[config.mk]
export PLATFORM = sky130hd
export DESIGN_NAME = sdc_read_sequencer
export DESIGN_NICKNAME = d
export VERILOG_FILES = /design/src/rtl/sdc_read_sequencer.sv
export SDC_FILE = /design/constraint.sdc
export NUM_CORES = 1
export LEC_CHECK = 0
export CAP_MARGIN = 20
export CORE_MARGIN = 4
export CORE_UTILIZATION = 49
export CTS_CLUSTER_DIAMETER = 80
export CTS_CLUSTER_SIZE = 25
export DETAILED_ROUTE_END_ITERATION = 16
export HOLD_SLACK_MARGIN = 0.06
export PLACE_DENSITY = 0.89
export SYNTH_ARGS = -nofsm -noshare
export SYNTH_HDL_FRONTEND = slang
export SYNTH_SLANG_ARGS = --single-unit
[constraint.sdc]
create_clock -name clk -period 3 [get_ports clk]
set_input_delay 0.6 -clock clk [delete_from_list [all_inputs] [get_ports clk]]
set_output_delay 0.6 -clock clk [all_outputs]
set_load 0.03 [all_outputs]
[src/rtl/sdc_read_sequencer.sv]
// SD block-read sequencer: drives CMD17/CMD18/CMD12 through the command engine
// and supervises the data receiver frame by frame.
module sdc_read_sequencer #(
   parameter int BLKSIZE_W = 12,
   parameter int BLKCNT_W  = 16,
   parameter int TIMEOUT_W = 24
) (
   input  logic                 clk,
   input  logic                 rst_n,
   input  logic                 start,
   input  logic                 abort,
   input  logic [31:0]          blkAddr,
   input  logic [BLKCNT_W-1:0]  blkCount,
   input  logic [BLKSIZE_W-1:0] blkSize,
   input  logic                 wideBusIn,
   input  logic [TIMEOUT_W-1:0] timeout,
   output logic                 busy,
   output logic                 done,
   output logic [4:0]           errFlags,
   output logic                 cmd_req,
   output logic [5:0]           cmd_index,
   output logic [31:0]          cmd_arg,
   input  logic                 cmd_ack,
   input  logic                 cmd_done,
   input  logic                 cmd_err,
   output logic [BLKSIZE_W-1:0] rxSize,
   output logic                 wideBus,
   output logic                 rx_rst,
   input  logic                 rx_idle,
   input  logic                 rx_last,
   input  logic                 rx_crcError,
   input  logic                 rx_frameError
);

   typedef enum logic [3:0] {
      IDLE, SEND_CMD, WAIT_CMD, WAIT_START, RECEIVE,
      CHECK, SEND_STOP, WAIT_STOP, DONE
   } state_t;

   state_t               state_q;
   logic                 busy_q, done_q, rx_rst_q, cmd_req_q;
   logic [4:0]           err_q;
   logic [5:0]           cmd_idx_q;
   logic [31:0]          cmd_arg_q;
   logic [BLKSIZE_W-1:0] rxsize_q;
   logic                 wide_q, multi_q, pend_q;
   logic [BLKCNT_W-1:0]  left_q;
   logic [TIMEOUT_W-1:0] cnt_q, cnt_d;
   logic                 blk_crc_q, blk_frame_q, blk_last_q;
   logic                 expire, abort_hit, blk_bad, wrap_up;

   // wrap_up: this cycle ends the data phase (CMD12 if multi, else DONE)
   always_comb begin
      cnt_d     = cnt_q - TIMEOUT_W'(1);
      expire    = (state_q == WAIT_START) && (timeout != '0) && (cnt_d == '0);
      abort_hit = abort && (state_q inside {WAIT_START, RECEIVE, CHECK});
      blk_bad   = blk_crc_q | blk_frame_q | ~blk_last_q;
      wrap_up   = abort_hit | expire |
                  ((state_q == CHECK) && (blk_bad || left_q == BLKCNT_W'(1)));
   end

   always_ff @(posedge clk or negedge rst_n) begin
      if (!rst_n) begin
         state_q     <= IDLE;
         busy_q      <= 1'b0;
         done_q      <= 1'b0;
         rx_rst_q    <= 1'b0;
         cmd_req_q   <= 1'b0;
         err_q       <= '0;
         cmd_idx_q   <= '0;
         cmd_arg_q   <= '0;
         rxsize_q    <= '0;
         wide_q      <= 1'b0;
         multi_q     <= 1'b0;
         pend_q      <= 1'b0;
         left_q      <= '0;
         cnt_q       <= '0;
         blk_crc_q   <= 1'b0;
         blk_frame_q <= 1'b0;
         blk_last_q  <= 1'b0;
      end else begin
         done_q   <= 1'b0;
         rx_rst_q <= 1'b0;
         unique case (state_q)
            IDLE: if (start) begin
               rxsize_q  <= blkSize;
               wide_q    <= wideBusIn;
               left_q    <= (blkCount == '0) ? BLKCNT_W'(1) : blkCount;
               multi_q   <= blkCount > BLKCNT_W'(1);
               err_q     <= '0;
               pend_q    <= 1'b0;
               busy_q    <= 1'b1;
               cmd_req_q <= 1'b1;
               cmd_idx_q <= (blkCount > BLKCNT_W'(1)) ? 6'd18 : 6'd17;
               cmd_arg_q <= blkAddr;
               state_q   <= SEND_CMD;
            end
            SEND_CMD: begin
               if (abort) begin
                  pend_q   <= 1'b1;
                  err_q[4] <= 1'b1;
               end
               if (cmd_ack) begin
                  cmd_req_q <= 1'b0;
                  state_q   <= WAIT_CMD;
               end
            end
            WAIT_CMD: begin
               if (abort) begin
                  pend_q   <= 1'b1;
                  err_q[4] <= 1'b1;
               end
               if (cmd_done) begin
                  if (cmd_err || pend_q || abort) begin
                     err_q[0] <= err_q[0] | cmd_err;
                     done_q   <= 1'b1;
                     state_q  <= DONE;
                  end else begin
                     cnt_q   <= timeout;
                     state_q <= WAIT_START;
                  end
               end else if (!rx_idle && !pend_q && !abort) begin
                  blk_crc_q   <= rx_crcError;
                  blk_frame_q <= rx_frameError;
                  blk_last_q  <= rx_last;
                  state_q     <= RECEIVE;
               end
            end
            WAIT_START: begin
               if (abort) begin
                  rx_rst_q <= 1'b1;
                  err_q[4] <= 1'b1;
               end else if (expire) begin
                  rx_rst_q <= 1'b1;
                  err_q[1] <= 1'b1;
               end else if (!rx_idle) begin
                  blk_crc_q   <= rx_crcError;
                  blk_frame_q <= rx_frameError;
                  blk_last_q  <= rx_last;
                  state_q     <= RECEIVE;
               end else if (timeout != '0) begin
                  cnt_q <= cnt_d;
               end
            end
            RECEIVE: begin
               if (abort) begin
                  rx_rst_q <= 1'b1;
                  err_q[4] <= 1'b1;
               end else begin
                  blk_crc_q   <= blk_crc_q | rx_crcError;
                  blk_frame_q <= blk_frame_q | rx_frameError;
                  blk_last_q  <= blk_last_q | rx_last;
                  if (rx_idle) state_q <= CHECK;
               end
            end
            CHECK: begin
               err_q[3] <= err_q[3] | blk_frame_q;
               err_q[2] <= err_q[2] | blk_crc_q;
               left_q   <= left_q - BLKCNT_W'(1);
               if (abort) begin
                  rx_rst_q <= 1'b1;
                  err_q[4] <= 1'b1;
               end else if (!wrap_up) begin
                  cnt_q   <= timeout;
                  state_q <= WAIT_START;
               end
            end
            SEND_STOP: begin
               if (abort) err_q[4] <= 1'b1;
               if (cmd_ack) begin
                  cmd_req_q <= 1'b0;
                  state_q   <= WAIT_STOP;
               end
            end
            WAIT_STOP: begin
               if (abort) err_q[4] <= 1'b1;
               if (cmd_done) begin
                  if (cmd_err) err_q[0] <= 1'b1;
                  done_q  <= 1'b1;
                  state_q <= DONE;
               end
            end
            DONE: begin
               busy_q  <= 1'b0;
               state_q <= IDLE;
            end
            default: state_q <= IDLE;
         endcase
         if (wrap_up) begin
            if (multi_q) begin
               cmd_req_q <= 1'b1;
               cmd_idx_q <= 6'd12;
               cmd_arg_q <= '0;
               state_q   <= SEND_STOP;
            end else begin
               done_q  <= 1'b1;
               state_q <= DONE;
            end
         end
      end
   end

   assign busy      = busy_q;
   assign done      = done_q;
   assign errFlags  = err_q;
   assign cmd_req   = cmd_req_q;
   assign cmd_index = cmd_idx_q;
   assign cmd_arg   = cmd_arg_q;
   assign rxSize    = rxsize_q;
   assign wideBus   = wide_q;
   assign rx_rst    = rx_rst_q;

endmodule

==> results of run 1 <==
[through the flow]
stage,setup TNS (ns),hold slack [ns]
2_1_floorplan,0,0.304
3_3_place_gp,0,0.457
3_5_place_dp,-0.124,0.466
4_1_cts,0,0.326
6_report,0,0.302
5_1_grt,0,0.350
[report_power, final]
| group | internal [uW] | switching, uW |
|---|---|---|
| registers | 2140 | 582 |
| logic | 1710 | 2480 |
| clock network | 695 | 544 |
| total | 4550 | 3610 |
[flip-flops by register name, summed over array words and instances, names as in the netlist]
register	cells
cmd_arg	32
pend_q	1
blk_last_q	1
cnt_q	24
cmd_index	6
left_q	16
state_q	4
busy	1
cmd_req	1
blk_crc_q	1
wideBus	1
rxSize	12
multi_q	1
blk_frame_q	1
errFlags	5
rx_rst	1
done	1
[cells in the mapped netlist, types with 6 or more instances]
library cell  number
a31oi_1            6
nor4_1            19
clkbuf_1          34
dfrtp_1          109
inv_1             16
nor2b_1            6
nor3_1            25
a21oi_1           74
o21ai_0           40
a21o_1             8
nor2_1            44
nand3_1           22
nand2_1          164
[worst paths after layout]
kind | endpoint | slack (ns)
min in group clk | wideBus | 0.48
worst min-delay path | cnt_q[15] | 0.30
max in group asynchronous | rxSize[4] | 1.94
worst max-delay path | blk_frame_q | 0.23
worst min register to register | wideBus | 0.48
worst max register to register | blk_frame_q | 0.23
[cell type report]
class / instances / area [sq um]
sequential: 109 / 2730
inverter: 16 / 60.1
tap: 143 / 179
clock inverter: 4 / 56.3
multi-input combinational: 516 / 2830
timing repair buffer: 187 / 1830
clock buffer: 11 / 253
fill: 887 / 3540
[critical path, delay by kind of cell, from the launching register on]
family | cells | cell delay, ns
AO/OA/AOI/OAI | 4 | 0.69
adder cells (fa/ha/maj) | 1 | 0.16
buffers and inverters | 2 | 0.26
flip-flops | 1 | 0.43
AND/OR/NAND/NOR | 3 | 1.11
[per-layer routing]
metal	part of all wire, %	track usage, %	vias up
met5	0	0	-
met4	2.0	6.88	0
met3	8.3	5.60	34
met2	51	44.3	317
met1	39	33.7	2833
li1	-	-	2747
[placed cells by master (no fill, tap or decap), types with 3 or more instances in the layout]
master and n:
nand2b_1 3, nand3_1 22, nor4_1 19, a21oi_1 74
dfrtp_1 109, o32ai_1 4, clkdlybuf4s50_1 154, nand4_1 4
a22o_1 5, a211oi_1 3, nand2_1 163, buf_12 3
a221o_1 4, ha_1 4, nor2_1 43, a31oi_1 6
o21ai_0 40, nor2b_1 6, a22oi_1 5, buf_4 30
o22ai_1 5, nor3b_1 3, a21o_1 8, or3_1 3
nor3_1 25, o211ai_1 5, clkbuf_16 9, inv_1 16
xor2_1 3, and3b_1 3
[cells by family after synthesis]
group,share of synthesized area (%)
AOI/OAI and AO/OA,20.6
muxes,0.346
DFF,47.1
xor gates and xnor gates,0.605
adders and majority gates,0.865
and+or+nand+nor,26.1
buffers and inverters,4.34
==> flow_summary.json, run 1 <==
{
  "netlist_area_sq_um": 5790,
  "synth_area_leaders": "dfrtp_1 47%, nand2_1 11%, a21oi_1 6.4%, o21ai_0 3.5%, nor2_1 2.9%",
  "die-area_sq_um": 13600,
  "die_x_um": 117,
  "fp-row-count": 39,
  "grt_usage_pct": 26.0,
  "root_buffer": "clkbuf_16",
  "synth_flop_cell": "dfrtp_1",
  "cp-start-kind": "flip-flop",
  "slew-limit-headroom_pct": 42.6,
  "worst_slew_pin_slew_ns": 0.861,
  "syn_to_final_growth_pct": 37.0,
  "core_area_sq_um": 11500,
  "ys_seq_elements": 109,
  "drive_gt1_share_pct": 7.47,
  "cts_hold_buf": 0,
  "drv_cap": 0,
  "dp_slack_ns": -0.0461,
  "grt_pass1_vias": 5659,
  "gp_congestion": 0.967,
  "layout_min_cycle_time_ns": 2.77,
  "synth_seq_area_share_pct": 47.1,
  "synth_cell_types": 70,
  "synth_cells": 684,
  "place_area_sq_um": 7610,
  "overflow": 0,
  "crit_type": "flip-flop to flip-flop",
  "rr_worst_depth": 10,
  "yosysWarnings": 0,
  "cts_resized": 0,
  "finalWorstSetupSlack_ns": 0.229,
  "numCtsBuffers": 9,
  "htreeDepth": 3,
  "clkSinkCount": 109,
  "vdd_drop_max_uv": 664,
  "finalHoldViolations": 0,
  "port_buffers": 155,
  "start_util_pct": 50.5,
  "layout.nets": 939,
  "slowest_stage": "or4b_4",
  "grt_pass1_wl_mm": 28.2,
  "yosys.area.top_type_share_pct": 47.1,
  "leakage_uw": 0.00330,
  "viasPerCell": 6.02,
  "yosys.area.top_type": "dfrtp_1",
  "rsz0062_at_grt": "false",
  "crit_arrival_ns": 3.01,
  "syn_nets": 784,
  "cp_cell_sequence": "inv_1 -> ha_1 -> or4b_4 -> nor4b_2 -> a41oi_1 -> a32oi_2 -> and4_2 -> buf_4 -> a2111oi_4 -> a22o_1",
  "post_cts_buffers": 0,
  "first_pass_iters": 6,
  "fin_skew_ns": 0.00858,
  "postRouteAntennaNets": 0,
  "dp_cells": 971,
  "cts_buffer_depth": 2,
  "wl_per_cell_um": 18.2,
  "grt_antenna_before_repair": 0,
  "clk_pin_slew_ns": 0.07,
  "hold_class": "primary input to asynchronous set/reset pin",
  "drtIter0Drc": 714,
  "diodes": 0,
  "syn_area_per_cell_sq_um": 8.46,
  "finalWirelength_mm": 18.0,
  "cts_tree": "done",
  "status": "complete, no violations",
  "postSynth.asyncResetShare_pct": 100,
  "timing.fmax_mhz": 361,
  "crit_path_max_fanout": 6,
  "setup_viol": 0,
  "die_h_um": 117,
  "clk_latency_ns": 0.35,
  "layout.cells.non_filler": 986,
  "grt_max_degree": 56,
  "total_power_uw": 8160,
  "dpl.hpwl_mm": 13.2,
  "reg2reg_from": "cnt_q[0]",
  "slew_violations": 0,
  "fin_util_pct": 69.2,
  "synth_edf_count": 0,
  "drc": 0,
  "via_count": 5931,
  "fin_crit_sh_pct": 92.4,
  "crit_start": "cnt_q[0]",
  "final_cell_area_sq_um": 7930,
  "power_density_nw_per_um2": 1030,
  "crit_path_end_kind": "flip-flop",
  "slowest_delay_ns": 0.54,
  "ios": 156,
  "cp.required_ns": 3.24
}
Note: power is estimated with default switching activity, not from simulation.
==> run 2, diff against run 1 <==
--- a/config.mk
+++ b/config.mk
@@ -5,13 +5,13 @@
 export SDC_FILE = /design/constraint.sdc
 export NUM_CORES = 1
 export LEC_CHECK = 0
+export ABC_CLOCK_PERIOD_IN_PS = 3000
 export CAP_MARGIN = 20
 export CORE_MARGIN = 4
 export CORE_UTILIZATION = 49
 export CTS_CLUSTER_DIAMETER = 80
 export CTS_CLUSTER_SIZE = 25
 export DETAILED_ROUTE_END_ITERATION = 16
-export HOLD_SLACK_MARGIN = 0.06
 export PLACE_DENSITY = 0.89
 export SYNTH_ARGS = -nofsm -noshare
 export SYNTH_HDL_FRONTEND = slang
==> results of run 2 <==
Same layout as run 1: the final DEF is identical, and so are final timing and power.
==> run 3, diff against run 2 <==
--- a/config.mk
+++ b/config.mk
@@ -7,8 +7,10 @@
 export LEC_CHECK = 0
 export ABC_CLOCK_PERIOD_IN_PS = 3000
 export CAP_MARGIN = 20
+export CELL_PAD_IN_SITES_DETAIL_PLACEMENT = 0
+export CELL_PAD_IN_SITES_GLOBAL_PLACEMENT = 1
 export CORE_MARGIN = 4
-export CORE_UTILIZATION = 49
+export CORE_UTILIZATION = 36
 export CTS_CLUSTER_DIAMETER = 80
 export CTS_CLUSTER_SIZE = 25
 export DETAILED_ROUTE_END_ITERATION = 16
==> flow_summary.json, run 3 (synthesis gave the netlist of run 1 again) <==
{
  "hold_slack_ns": 0.209,
  "clk_latency_ns": 0.35,
  "clk_pin_slew_ns": 0.07,
  "drive_gt1_share_pct": 8.02,
  "layout.nets": 943,
  "gp_congestion": 0.900,
  "diodes": 0,
  "vdd_drop_max_uv": 443,
  "die_x_um": 135,
  "seq_power_share_pct": 33.6,
  "cts_tree": "done",
  "grt_pass1_wl_mm": 28.1,
  "numCtsBuffers": 9,
  "overflow": 0,
  "cp-start-kind": "flip-flop",
  "syn_to_final_growth_pct": 39.1,
  "worst-path-stages": 8,
  "power.internal_uw": 4480,
  "via_count": 5614,
  "setup_viol": 0,
  "crit_path_end_kind": "flip-flop",
  "status": "complete, no violations",
  "layout_min_cycle_time_ns": 2.80,
  "worst_slew_pin_slew_ns": 0.828,
  "leakage_uw": 0.00331,
  "drc": 0,
  "r2r_setup_slack_ns": 0.20,
  "total_power_uw": 8080,
  "cp_cell_sequence": "nor3_1 -> and4_1 -> nand3_1 -> xor2_1 -> and4_2 -> nor2_1 -> buf_4 -> a22oi_1",
  "slew-limit-headroom_pct": 44.8,
  "viasPerCell": 5.28,
  "die-area_sq_um": 18200,
  "grt_antenna_before_repair": 0,
  "crit_path_max_fanout": 11,
  "crit_arrival_ns": 3.07,
  "power_density_nw_per_um2": 1000,
  "layout_common_cells": "163 x nand2_1, 154 x clkdlybuf4s50_1, 109 x dfrtp_1",
  "slowest_delay_ns": 0.52,
  "crit_type": "flip-flop to flip-flop",
  "finalWirelength_mm": 17.5,
  "core_area_sq_um": 15800,
  "largest_reg_flops": 32,
  "cts_buffer_depth": 2,
  "root_buffer": "clkbuf_16",
  "power_frac_clock_pct": 14.3,
  "fillers": 1475,
  "fp-row-count": 46,
  "ios": 156,
  "fin_skew_ns": 0.00845,
  "slew_violations": 0,
  "cpLargestDelayFamily": "simple AND/OR/NAND/NOR gates",
  "finalWorstSetupSlack_ns": 0.200,
  "grt_max_degree": 48,
  "die_h_um": 135,
  "first_pass_iters": 5,
  "cp.required_ns": 3.27,
  "layout.cells.non_filler": 1064,
  "hold_class": "primary input to asynchronous set/reset pin",
  "grt_pass1_vias": 5333,
  "switching_share_pct": 44.5,
  "grt_usage_pct": 19.1,
  "dp_cells": 1048,
  "start_util_pct": 36.6,
  "dp_slack_ns": 0.100,
  "drtIter0Drc": 429,
  "port_buffers": 155,
  "cp.buffers_inverters": 1,
  "timing.fmax_mhz": 357,
  "finalHoldViolations": 0,
  "wl_per_cell_um": 16.5,
  "clkSinkCount": 109,
  "post_cts_buffers": 0,
  "fin_crit_sh_pct": 93.3,
  "rr_worst_depth": 8,
  "slowest_stage": "dfrtp_1",
  "power.switching_uw": 3600,
  "postRouteAntennaNets": 0,
  "cts_hold_buf": 0,
  "dpl.hpwl_mm": 13.1,
  "final_common_cell": "nand2_1",
  "drv_cap": 0,
  "htreeDepth": 3,
  "pwr-share-comb_pct": 52.1
}
[run 3: cell count changes in the layout (fill, tap and decap cells not counted)]
cell        delta
buf_4          +3
nor3_2         -1
nor4_4         +1
nor2_2         -1
nor2_1         +1
nor3_4         +1
inv_6          +3
clkbuf_8       -2
bufinv_16      -1
nor4_1         -1
clkinvlp_4     -1
buf_12         +1
clkinv_2       +2
[run 3: what timing repair did]
| item | in CTS | in global routing |
|---|---|---|
| hold endpoints to repair | 0 | 0 |
| resized for setup | 0 | 3 |
| endpoints found under the setup margin | 0 | 4 |
[run 3: per-stage QoR]
step,area (sq um),util (%),setup TNS [ns]
finish,8050,50.9,0
floorplan,5790,-,0
global placement,7750,49.0,0
global route,8050,50.9,-0.00210
CTS,8040,50.8,0
detailed placement,7750,49.0,0
[run 3: routing by layer]
metal	up-vias	GRT usage (%)	part of all wire (%)	routed length, um
met5	-	0	0	0
met4	0	5.26	1.6	286
met3	18	3.73	5.9	1030
met2	176	31.4	49	8580
met1	2665	25.9	43	7620
li1	2755	-	-	-
[run 3: path summary, 6_finish.rpt]
| kind | to | from |
|---|---|---|
| worst max register to register | cnt_q[8] | cnt_q[5] |
| worst min register to register | rxSize[11] | rxSize[11] |
| worst min-delay path | cmd_arg[24] | rst_n |
| min in group clk | rxSize[11] | rxSize[11] |
| worst max-delay path | cnt_q[8] | cnt_q[5] |
| max in group asynchronous | cmd_arg[4] | rst_n |
[run 3: final cells by class]
type | instances | area, sq um | share of cell area (%)
sequential | 109 | 2730 | 33.9
tap | 216 | 270 | 3.36
clock buffer | 9 | 225 | 2.80
multi-input combinational | 516 | 2850 | 35.3
clock inverter | 7 | 55.1 | 0.684
timing repair buffer | 191 | 1870 | 23.2
inverter | 16 | 60.1 | 0.746
[run 3: worst reg2reg max path, delay by kind of cell (launching register included)]
kind,cells,cell delay (ns)
compound gates,1,0.17
xor+xnor,1,0.43
buf+inv,1,0.17
flops,1,0.52
simple gates,5,1.44
[run 3: power groups by stage]
stage	logic, uW	clock network [uW]	registers (uW)
6_report	4210	1150	2720
3_5_place_dp	4210	0	2720
5_1_grt	4590	1230	2830
2_1_floorplan	1980	0	3280
3_3_place_gp	4170	0	2710
4_1_cts	4220	1180	2700
